$ cat config.mk
export PLATFORM = sky130hd
export DESIGN_NAME = scramble_move_generator_flat
export DESIGN_NICKNAME = d
export VERILOG_FILES = /design/src/rtl/scramble_move_generator_pkg.sv /design/src/rtl/scramble_move_generator_if.sv /design/src/rtl/scramble_move_generator_lfsr16.sv /design/src/rtl/scramble_move_generator.sv /design/src/flat_wrapper.sv
export SDC_FILE = /design/constraint.sdc
export NUM_CORES = 1
export LEC_CHECK = 0
export ABC_AREA = 1
export CAP_MARGIN = 0
export CORE_MARGIN = 3
export CORE_UTILIZATION = 35
export CTS_BUF_LIST = sky130_fd_sc_hd__clkbuf_16
export CTS_CLUSTER_SIZE = 16
export DETAILED_ROUTE_END_ITERATION = 6
export PLACE_DENSITY = 0.53
export SKIP_CTS_REPAIR_TIMING = 1
export SYNTH_ARGS = -nofsm -noshare
export SYNTH_HDL_FRONTEND = slang
export SYNTH_SLANG_ARGS = --single-unit
$ cat constraint.sdc
create_clock -name clk -period 1.3 [get_ports clk]
set_input_delay 0.13 -clock clk [delete_from_list [all_inputs] [get_ports clk]]
set_output_delay 0.13 -clock clk [all_outputs]
set_load 0.02 [all_outputs]
$ cat src/rtl/scramble_move_generator_pkg.sv
// Shared cube-game definitions: FSM states, move-code layout and LFSR polynomial.
// The cube-state block decodes moves with the same field positions.
package scramble_move_generator_pkg;

  typedef enum logic [1:0] {
    IDLE  = 2'd0,
    DRAW  = 2'd1,
    OFFER = 2'd2,
    DONE  = 2'd3
  } state_t;

  localparam int MOVE_W    = 4;
  localparam int NUM_FACES = 6;
  localparam int NUM_CODES = 12;

  localparam logic [15:0] LFSR_MASK = 16'hB400;

  localparam int MOVE_DIR_BIT  = 0;
  localparam int MOVE_FACE_LSB = 1;
  localparam int MOVE_FACE_MSB = 3;

  // Same face, opposite direction.
  function automatic logic [MOVE_W-1:0] inverse_move(input logic [MOVE_W-1:0] code);
    return code ^ MOVE_W'(1 << MOVE_DIR_BIT);
  endfunction

  function automatic logic [15:0] lfsr_next(input logic [15:0] q);
    return (q >> 1) ^ (q[0] ? LFSR_MASK : 16'h0000);
  endfunction

endpackage

$ cat src/rtl/scramble_move_generator_if.sv
// Request, move handshake and status signals between the scrambler (master)
// and the game control / cube-state logic (slave).
interface scramble_move_generator_if;
  import scramble_move_generator_pkg::*;

  logic              RandomPlease;
  logic              move_ready;
  logic              move_valid;
  logic [MOVE_W-1:0] move_code;
  logic              scramble_busy;
  logic              scramble_done;

  modport master (
    input  RandomPlease,
    input  move_ready,
    output move_valid,
    output move_code,
    output scramble_busy,
    output scramble_done
  );

  modport slave (
    output RandomPlease,
    output move_ready,
    input  move_valid,
    input  move_code,
    input  scramble_busy,
    input  scramble_done
  );

endinterface

$ cat src/rtl/scramble_move_generator_lfsr16.sv
// Free-running 16-bit Galois LFSR (right shift, mask LFSR_MASK), advancing every cycle.
// q exposes the low OUT_W bits; SEED must be non-zero.
module scramble_move_generator_lfsr16
  import scramble_move_generator_pkg::*;
#(
  parameter logic [15:0] SEED  = 16'hACE1,
  parameter int          OUT_W = 16
) (
  input  logic             clk,
  input  logic             reset,
  output logic [OUT_W-1:0] q
);

  logic [15:0] r_lfsr;

  always_ff @(posedge clk) begin
    if (reset) begin
      r_lfsr <= SEED;
    end else begin
      r_lfsr <= lfsr_next(r_lfsr);
    end
  end

  assign q = r_lfsr[OUT_W-1:0];

endmodule

$ cat src/rtl/scramble_move_generator.sv
// Emits a burst of NUM_MOVES random cube moves per rising edge of RandomPlease; a move is
// offered one or more draw cycles after the request and held on move_valid until move_ready.
module scramble_move_generator
  import scramble_move_generator_pkg::*;
#(
  parameter int unsigned NUM_MOVES = 31,
  parameter logic [15:0] LFSR_SEED = 16'hACE1
) (
  input  logic                    clk,
  input  logic                    reset,
  scramble_move_generator_if.master bus
);

  localparam logic [5:0] LAST_IDX = 6'(NUM_MOVES - 1);

  state_t            r_state;
  logic              r_rp;
  logic [5:0]        r_count;
  logic [MOVE_W-1:0] r_prev_code;
  logic              r_prev_valid;
  logic              r_move_valid;
  logic [MOVE_W-1:0] r_move_code;
  logic              r_busy;
  logic              r_done;

  logic [MOVE_W-1:0] w_cand;
  logic              w_request;
  logic              w_reject;
  logic              w_handshake;
  logic              w_last;

  scramble_move_generator_lfsr16 #(
    .SEED  (LFSR_SEED),
    .OUT_W (MOVE_W)
  ) u_lfsr (
    .clk   (clk),
    .reset (reset),
    .q     (w_cand)
  );

  assign w_request   = bus.RandomPlease & ~r_rp;
  // Codes 12..15 are unused, and undoing the previous move would waste a scramble step.
  assign w_reject    = (w_cand >= MOVE_W'(NUM_CODES)) ||
                       (r_prev_valid && (w_cand == inverse_move(r_prev_code)));
  assign w_handshake = r_move_valid & bus.move_ready;
  assign w_last      = (r_count == LAST_IDX);

  always_ff @(posedge clk) begin
    if (reset) begin
      r_state      <= IDLE;
      r_rp         <= 1'b0;
      r_count      <= '0;
      r_prev_code  <= '0;
      r_prev_valid <= 1'b0;
      r_move_valid <= 1'b0;
      r_move_code  <= '0;
      r_busy       <= 1'b0;
      r_done       <= 1'b0;
    end else begin
      r_rp   <= bus.RandomPlease;
      r_done <= 1'b0;
      case (r_state)
        IDLE: begin
          if (w_request) begin
            r_state      <= DRAW;
            r_count      <= '0;
            r_prev_valid <= 1'b0;
            r_busy       <= 1'b1;
          end
        end
        DRAW: begin
          if (!w_reject) begin
            r_move_code  <= w_cand;
            r_move_valid <= 1'b1;
            r_state      <= OFFER;
          end
        end
        OFFER: begin
          if (w_handshake) begin
            r_move_valid <= 1'b0;
            r_prev_code  <= r_move_code;
            r_prev_valid <= 1'b1;
            if (w_last) begin
              r_state <= DONE;
              r_busy  <= 1'b0;
              r_done  <= 1'b1;
            end else begin
              r_count <= r_count + 6'd1;
              r_state <= DRAW;
            end
          end
        end
        DONE: begin
          r_state <= IDLE;
        end
        default: begin
          r_state <= IDLE;
        end
      endcase
    end
  end

  assign bus.move_valid    = r_move_valid;
  assign bus.move_code     = r_move_code;
  assign bus.scramble_busy = r_busy;
  assign bus.scramble_done = r_done;

endmodule

$ cat src/flat_wrapper.sv
// flat-port wrapper written by rule: the top's interface ports become plain ports
module scramble_move_generator_flat import scramble_move_generator_pkg::*;
#(
  parameter int unsigned NUM_MOVES = 31,
  parameter logic [15:0] LFSR_SEED = 16'hACE1
)
  (clk, reset, bus_RandomPlease, bus_move_ready, bus_move_valid, bus_move_code, bus_scramble_busy, bus_scramble_done);
  scramble_move_generator_if bus_i ();
  input  logic clk;
  input  logic reset;
  input wire logic [$bits(bus_i.RandomPlease)-1:0] bus_RandomPlease;
  input wire logic [$bits(bus_i.move_ready)-1:0] bus_move_ready;
  output wire logic [$bits(bus_i.move_valid)-1:0] bus_move_valid;
  output wire logic [$bits(bus_i.move_code)-1:0] bus_move_code;
  output wire logic [$bits(bus_i.scramble_busy)-1:0] bus_scramble_busy;
  output wire logic [$bits(bus_i.scramble_done)-1:0] bus_scramble_done;
  assign bus_i.RandomPlease = bus_RandomPlease;
  assign bus_i.move_ready = bus_move_ready;
  assign bus_move_valid = bus_i.move_valid;
  assign bus_move_code = bus_i.move_code;
  assign bus_scramble_busy = bus_i.scramble_busy;
  assign bus_scramble_done = bus_i.scramble_done;
  scramble_move_generator #(.NUM_MOVES(NUM_MOVES), .LFSR_SEED(LFSR_SEED)) u_core (.clk(clk), .reset(reset), .bus(bus_i));
endmodule
* Word level (Yosys, flattened, before mapping) *
Index checks and enable logic that the tools add are counted.

storage, ports and cells
  bits in registers = 37
  bits of input ports = 4
  word-level logic and storage cells = 64
  output and inout port bits = 7

cells by class
  equal/unequal tests = 10
  $add $sub $neg = 1
  muxes and demuxes = 21
  magnitude comparators = 1
  bitwise logic cells = 8
  reductions and logical operators = 13

operators by type and width
  cell                                                      number
  two-way mux 6 bit                                         3
  two-way mux 16 bit                                        1
  bitwise XOR 15 x 16 -> 16 bit                             1
  one-hot mux 6 bit (2 select lines)                        1
  AND reduction 3 bit                                       3
  two-way mux 1 bit                                         8
  two-way mux 2 bit                                         4
  one-hot mux 2 bit (4 select lines)                        1
  AND reduction 4 bit                                       2
  adder 6 x 1 -> 6 bit, second input constant               1
  equality test 6 x 5 -> 1 bit, second input constant       1
  != test 2 x 1 -> 1 bit, second input constant             3
  one-hot mux 1 bit (2 select lines)                        3
  inverter 1 bit                                            5
  equality test 2 bit, second input constant                2
  equality test 4 bit                                       1
  greater-or-equal comparator 4 bit, second input constant  1
  != test 2 bit, second input constant                      2
  AND reduction 2 bit                                       2
  nonzero test 2 bit                                        2
  OR reduction 3 bit                                        1
  bitwise AND 1 bit                                         2
  equality test 2 x 1 -> 1 bit, second input constant       1
  zero test 2 bit                                           1
  2 further kinds                                           2

* Longest topological paths before layout *
  word-level depth = 6
  mapped depth = 10
  depth with buffers taken out = 10

* By module *
A second synthesis with hierarchy kept.

unflattened totals
  cells, all modules = 222
  area, all modules = 1661.6 um2

by module, submodules not included
  module                          cells each  times used  seq. area each (um2)  area an instance (um2)
  scramble_move_generator         167         1           420.4                 1157.4
  scramble_move_generator_lfsr16  55          1           320.3                 504.2

* Worst setup path after synthesis *
No wires, ideal clock.

  path kind = reg2reg
  from = register u_core.r_count[0]
  to = register u_core.r_count[0]
  slack = 10 ps
  arrival time = 1174 ps
  clock period less this slack = 1290 ps
  path buffers = 0
  stages on the path, launching flop included = 10
  required time = 1184 ps
  cells stage by stage = dfxtp_1 -> inv_1 -> ha_1 -> inv_1 -> nor2_2 -> nand4_1 -> nand2_4 -> inv_4 -> o21ai_0 -> nor2_1

between the ends
  word-level cells in the longest chain between the ends = 4
  elaborated cells between the ends (all ways) = 7

ends and longest elaborated chain
  element                             line                           source
  start: declaration                  scramble_move_generator.sv:18  logic [5:0] r_count;
  start signal: assignment            scramble_move_generator.sv:88  r_count <= r_count + 6'd1;
  adder 6 x 1 -> 6 bit                scramble_move_generator.sv:88
  two-way mux 6 bit                   scramble_move_generator.sv:83  if (w_last) begin
  two-way mux 6 bit                   scramble_move_generator.sv:79  if (w_handshake) begin
  one-hot mux 6 bit (2 select lines)  scramble_move_generator.sv:62  case (r_state)

Parallel ways exist; a longest one is shown, timed or not. The select of a mux whose other input is x is not followed.
A chain may end at the register's enable or synchronous reset.

* Worst setup path in the final report *
  from = register u_core.r_count[0]
  to = register u_core.r_count[3]

The elaborated chain is that of the path after synthesis.

==> qor.csv <==
stage,metric,value,unit
setup_path,r2r-start,u_core.r_count[0],
die,dieHeight,72.4,um
drt,wl,3.33,mm
cells_and_area,fin_area,2080,um^2
sta,final-setup-viol-count,3,
cts,clkSinkCount,37,
setup_path,max_stage_delay,0.32,ns
placement,port_buffers,10,
synth,synth_largest_area_cell,dfxtp_1,
synth,syn_nets,218,
grt,grt_pass1_wl,5.49,mm
setup_path,cp-start-kind,flop,
sta,final.period_utilization,101,%
synth,synth.avg_cell_area,7.28,um^2
cts,clockBufferDepth,2,
die,initial_core_util,37.5,%
grt,grt_usage,13.2,%
cts,path_clk_slew,0.06,ns
power,switching_share,26.2,%
synth,ys_ff_latch,37,
synth,ys_seq_area_share,48.0,%
die,core,4120,um^2
synth,synth_warnings,0,
grt,grt_pass1_vias,1229,
setup_path,r2r_end,u_core.r_count[3],
sta,worst_pin_slew,0.263,ns
drt,first_iter_violations,95,
power,netSwitchingPower,745,uW
drt,postRouteAntennaNets,0,
drt,num_vias,1326,
grt,grt_antenna_before_repair,0,
sta,layout_setup_ws,-0.00918,ns
sta,final.setup_skew,0.00334,ns
setup_path,path_cells,inv_2 -> ha_4 -> inv_2 -> nor2_4 -> nand4_1 -> nand2_4 -> buf_4 -> nand2_1 -> a21oi_1,
run_status,violations,negative setup slack,
setup_path,path_class,flop to flop,
sta,clock.fmax,764,MHz
setup_path,path_max_fanout,7,
power,share_comb_of_total_power,15.5,%
grt,grt_overflow,0,
cells_and_area,nets,252,
placement,dpl_worst_slack,-0.0714,ns
cts,clkLatencyLatePin,0.27,ns
synth,syn_area,1540,um^2
cts,cts_tree,yes,
setup_path,r2r_slack,-0.009,ns
cts,cts_root_buffer,clkbuf_16,
cells_and_area,diodes,0,
power,total_power,2.84,mW
power,p_leak,1.08,nW
power,p_clk_share,40.1,%
cells_and_area,areaGrowthSynthToFinish,35.0,%
drt,wl_per_cell,11.2,um
grt,grt_max_degree,15,
run_status,run_status,"finished, violations left",
setup_path,critPathCapture,u_core.r_count[3],
die,io_pins,11,
cts,cts_max_level,2,
setup_path,slowest_stage,dfxtp_2,
synth,ys_types,21,
synth,synth_top_area_share,48.0,%
setup_path,cp_data_arrival_time,1.52,ns
setup_path,rr_worst_depth,9,
power,internal_power,2.10,mW
setup_path,cp_common_cell,inv_2,
die,rows,23,
cts,cts_inserted_buffers,5,
sta,slew_violations,0,
sta,period_needed,1.31,ns
drt,drtPass1Iterations,4,
die,die-area,5240,um^2
placement,globalplace.congestion,0.793,
job,maxCapViolations,0,
synth,synthCells,212,
placement,post_dp_cell_area,1830,um^2
synth,synthTopCellsByArea,"dfxtp_1 48%, nand2_1 11%, nor2_1 9.0%",
setup_path,startpoint,u_core.r_count[0],
setup_path,cp_data_required_time,1.51,ns
sta,rsz0062_at_grt,yes,
drt,viasPerCell,4.46,
power,p_per_area,1360,nW/um^2
cells_and_area,finalNonFillerCells,297,
cells_and_area,drive_above_1_share,26.3,%
sta,hold_viol,0,
power,seqPwrFrac,44.4,%
drt,drc,0,
sta,max_slew_margin,82.4,%
placement,dpl.cell_count,287,
die,fp.dieW,72.4,um
placement,place_hpwl,2.15,mm
setup_path,crit_path_end_kind,flop,
min_path,hp-class,flop to flop,
power,ir_worst_vdd,0.670,mV
## registers in the layout (all words and copies together), names as in the netlist
name and count:
u_core.bus.move_code 4, u_core.bus.move_valid 1, u_core.bus.scramble_busy 1, u_core.bus.scramble_done 1, u_core.r_count 6, u_core.r_prev_code 4, u_core.r_prev_valid 1, u_core.r_rp 1
u_core.r_state 2, u_core.u_lfsr.r_lfsr 16
## Yosys cell counts (all sizes together)
master	instances
xnor2	2
dfxtp	37
a21oi	16
or2	4
o21ai	10
inv	35
nand4	3
buf	2
nand3	9
nand2	48
clkbuf	2
nor2	40
ha	2
xor2	2
## how the worst min path moves through the flow
| stage | start | end | cells past startpoint |
|---|---|---|---|
| 3_3_place_gp | u_core.u_lfsr.r_lfsr[4] | u_core.u_lfsr.r_lfsr[3] | 2 |
| 5_1_grt | u_core.u_lfsr.r_lfsr[9] | u_core.u_lfsr.r_lfsr[8] | 2 |
| 6_report | u_core.u_lfsr.r_lfsr[4] | u_core.u_lfsr.r_lfsr[3] | 2 |
| 3_5_place_dp | u_core.u_lfsr.r_lfsr[7] | u_core.u_lfsr.r_lfsr[6] | 1 |
| 2_1_floorplan | reset | u_core.u_lfsr.r_lfsr[11] | 1 |
| 4_1_cts | u_core.u_lfsr.r_lfsr[5] | u_core.u_lfsr.r_lfsr[4] | 2 |
## through the flow
stage	setup TNS [ns]	util, %	hold WS (ns)
2_1_floorplan	0	-	0.237
3_3_place_gp	-0.194	44.5	0.391
3_5_place_dp	-0.270	44.5	0.393
4_1_cts	-0.575	47.9	0.404
5_1_grt	-0.507	50.6	0.423
6_report	-0.0143	50.6	0.400
## cell usage in the layout (no fill, tap or decap)
| master | n |
|---|---|
| a21oi_2 | 2 |
| dfxtp_2 | 9 |
| clkbuf_16 | 5 |
| xnor2_1 | 2 |
| nor2_1 | 33 |
| xor2_1 | 2 |
| nand3_2 | 4 |
| nor2_4 | 2 |
| buf_4 | 20 |
| inv_1 | 31 |
| nor2_8 | 1 |
| nand2_4 | 1 |
| nand4_1 | 3 |
| or2_2 | 4 |
| nand2_2 | 3 |
| ha_2 | 1 |
| clkdlybuf4s50_1 | 3 |
| inv_6 | 1 |
| nand2_1 | 44 |
| nand3_1 | 5 |
| ha_4 | 1 |
| dlymetal6s2s_1 | 7 |
| dfxtp_1 | 28 |
| nand3_4 | 1 |
| o21ai_0 | 7 |
| nor2_2 | 4 |
| inv_2 | 4 |
| o21ai_1 | 3 |
| clkinv_2 | 2 |
| a21oi_1 | 14 |
## critical path, delay by kind of cell, from the launching register on
kind / cells / cell delay, ns
buf+inv: 3 / 0.24
flops: 1 / 0.32
simple gates: 4 / 0.45
fa+ha+maj: 1 / 0.12
compound gates: 1 / 0.12
## per-layer routing
metal / wire (um) / part of all wire [%] / GRT usage, % / vias up
met5: 0 / 0 / 0 / -
met4: 37 / 1.1 / 4.92 / 0
met3: 115 / 3.5 / 3.32 / 4
met2: 1550 / 47 / 19.6 / 22
met1: 1620 / 49 / 18.5 / 585
li1: - / - / - / 715
## power by group through the flow
stage	Sequential, mW	Combinational, mW	Clock (mW)
floorplan	1.30	0.218	0
global placement	1.28	0.394	0
detailed placement	1.28	0.393	0
CTS	1.25	0.396	1.17
global route	1.27	0.502	1.22
finish	1.26	0.441	1.14
## kinds of logic (layout without fill, tap and decap cells)
logic type	count (synthesis)	after routing	share of synthesized area [%]
xor gates and xnor gates	4	4	2.27
AOI/OAI and AO/OA	26	26	8.44
buffers and inverters	39	73	9.81
DFF	37	37	48.0
and+or+nand+nor	104	105	29.8
adders and majority gates	2	2	1.62
## area by class of cell
| cell class | count | area (um^2) |
|---|---|---|
| clock buffers | 5 | 125 |
| repair buffers | 30 | 268 |
| clock inverters | 3 | 13.8 |
| fillers | 422 | 2030 |
| well taps | 50 | 62.6 |
| multi-input cells | 137 | 726 |
| flip-flops and latches | 37 | 752 |
| inverters | 35 | 136 |
(Power assumes the default switching activity.)
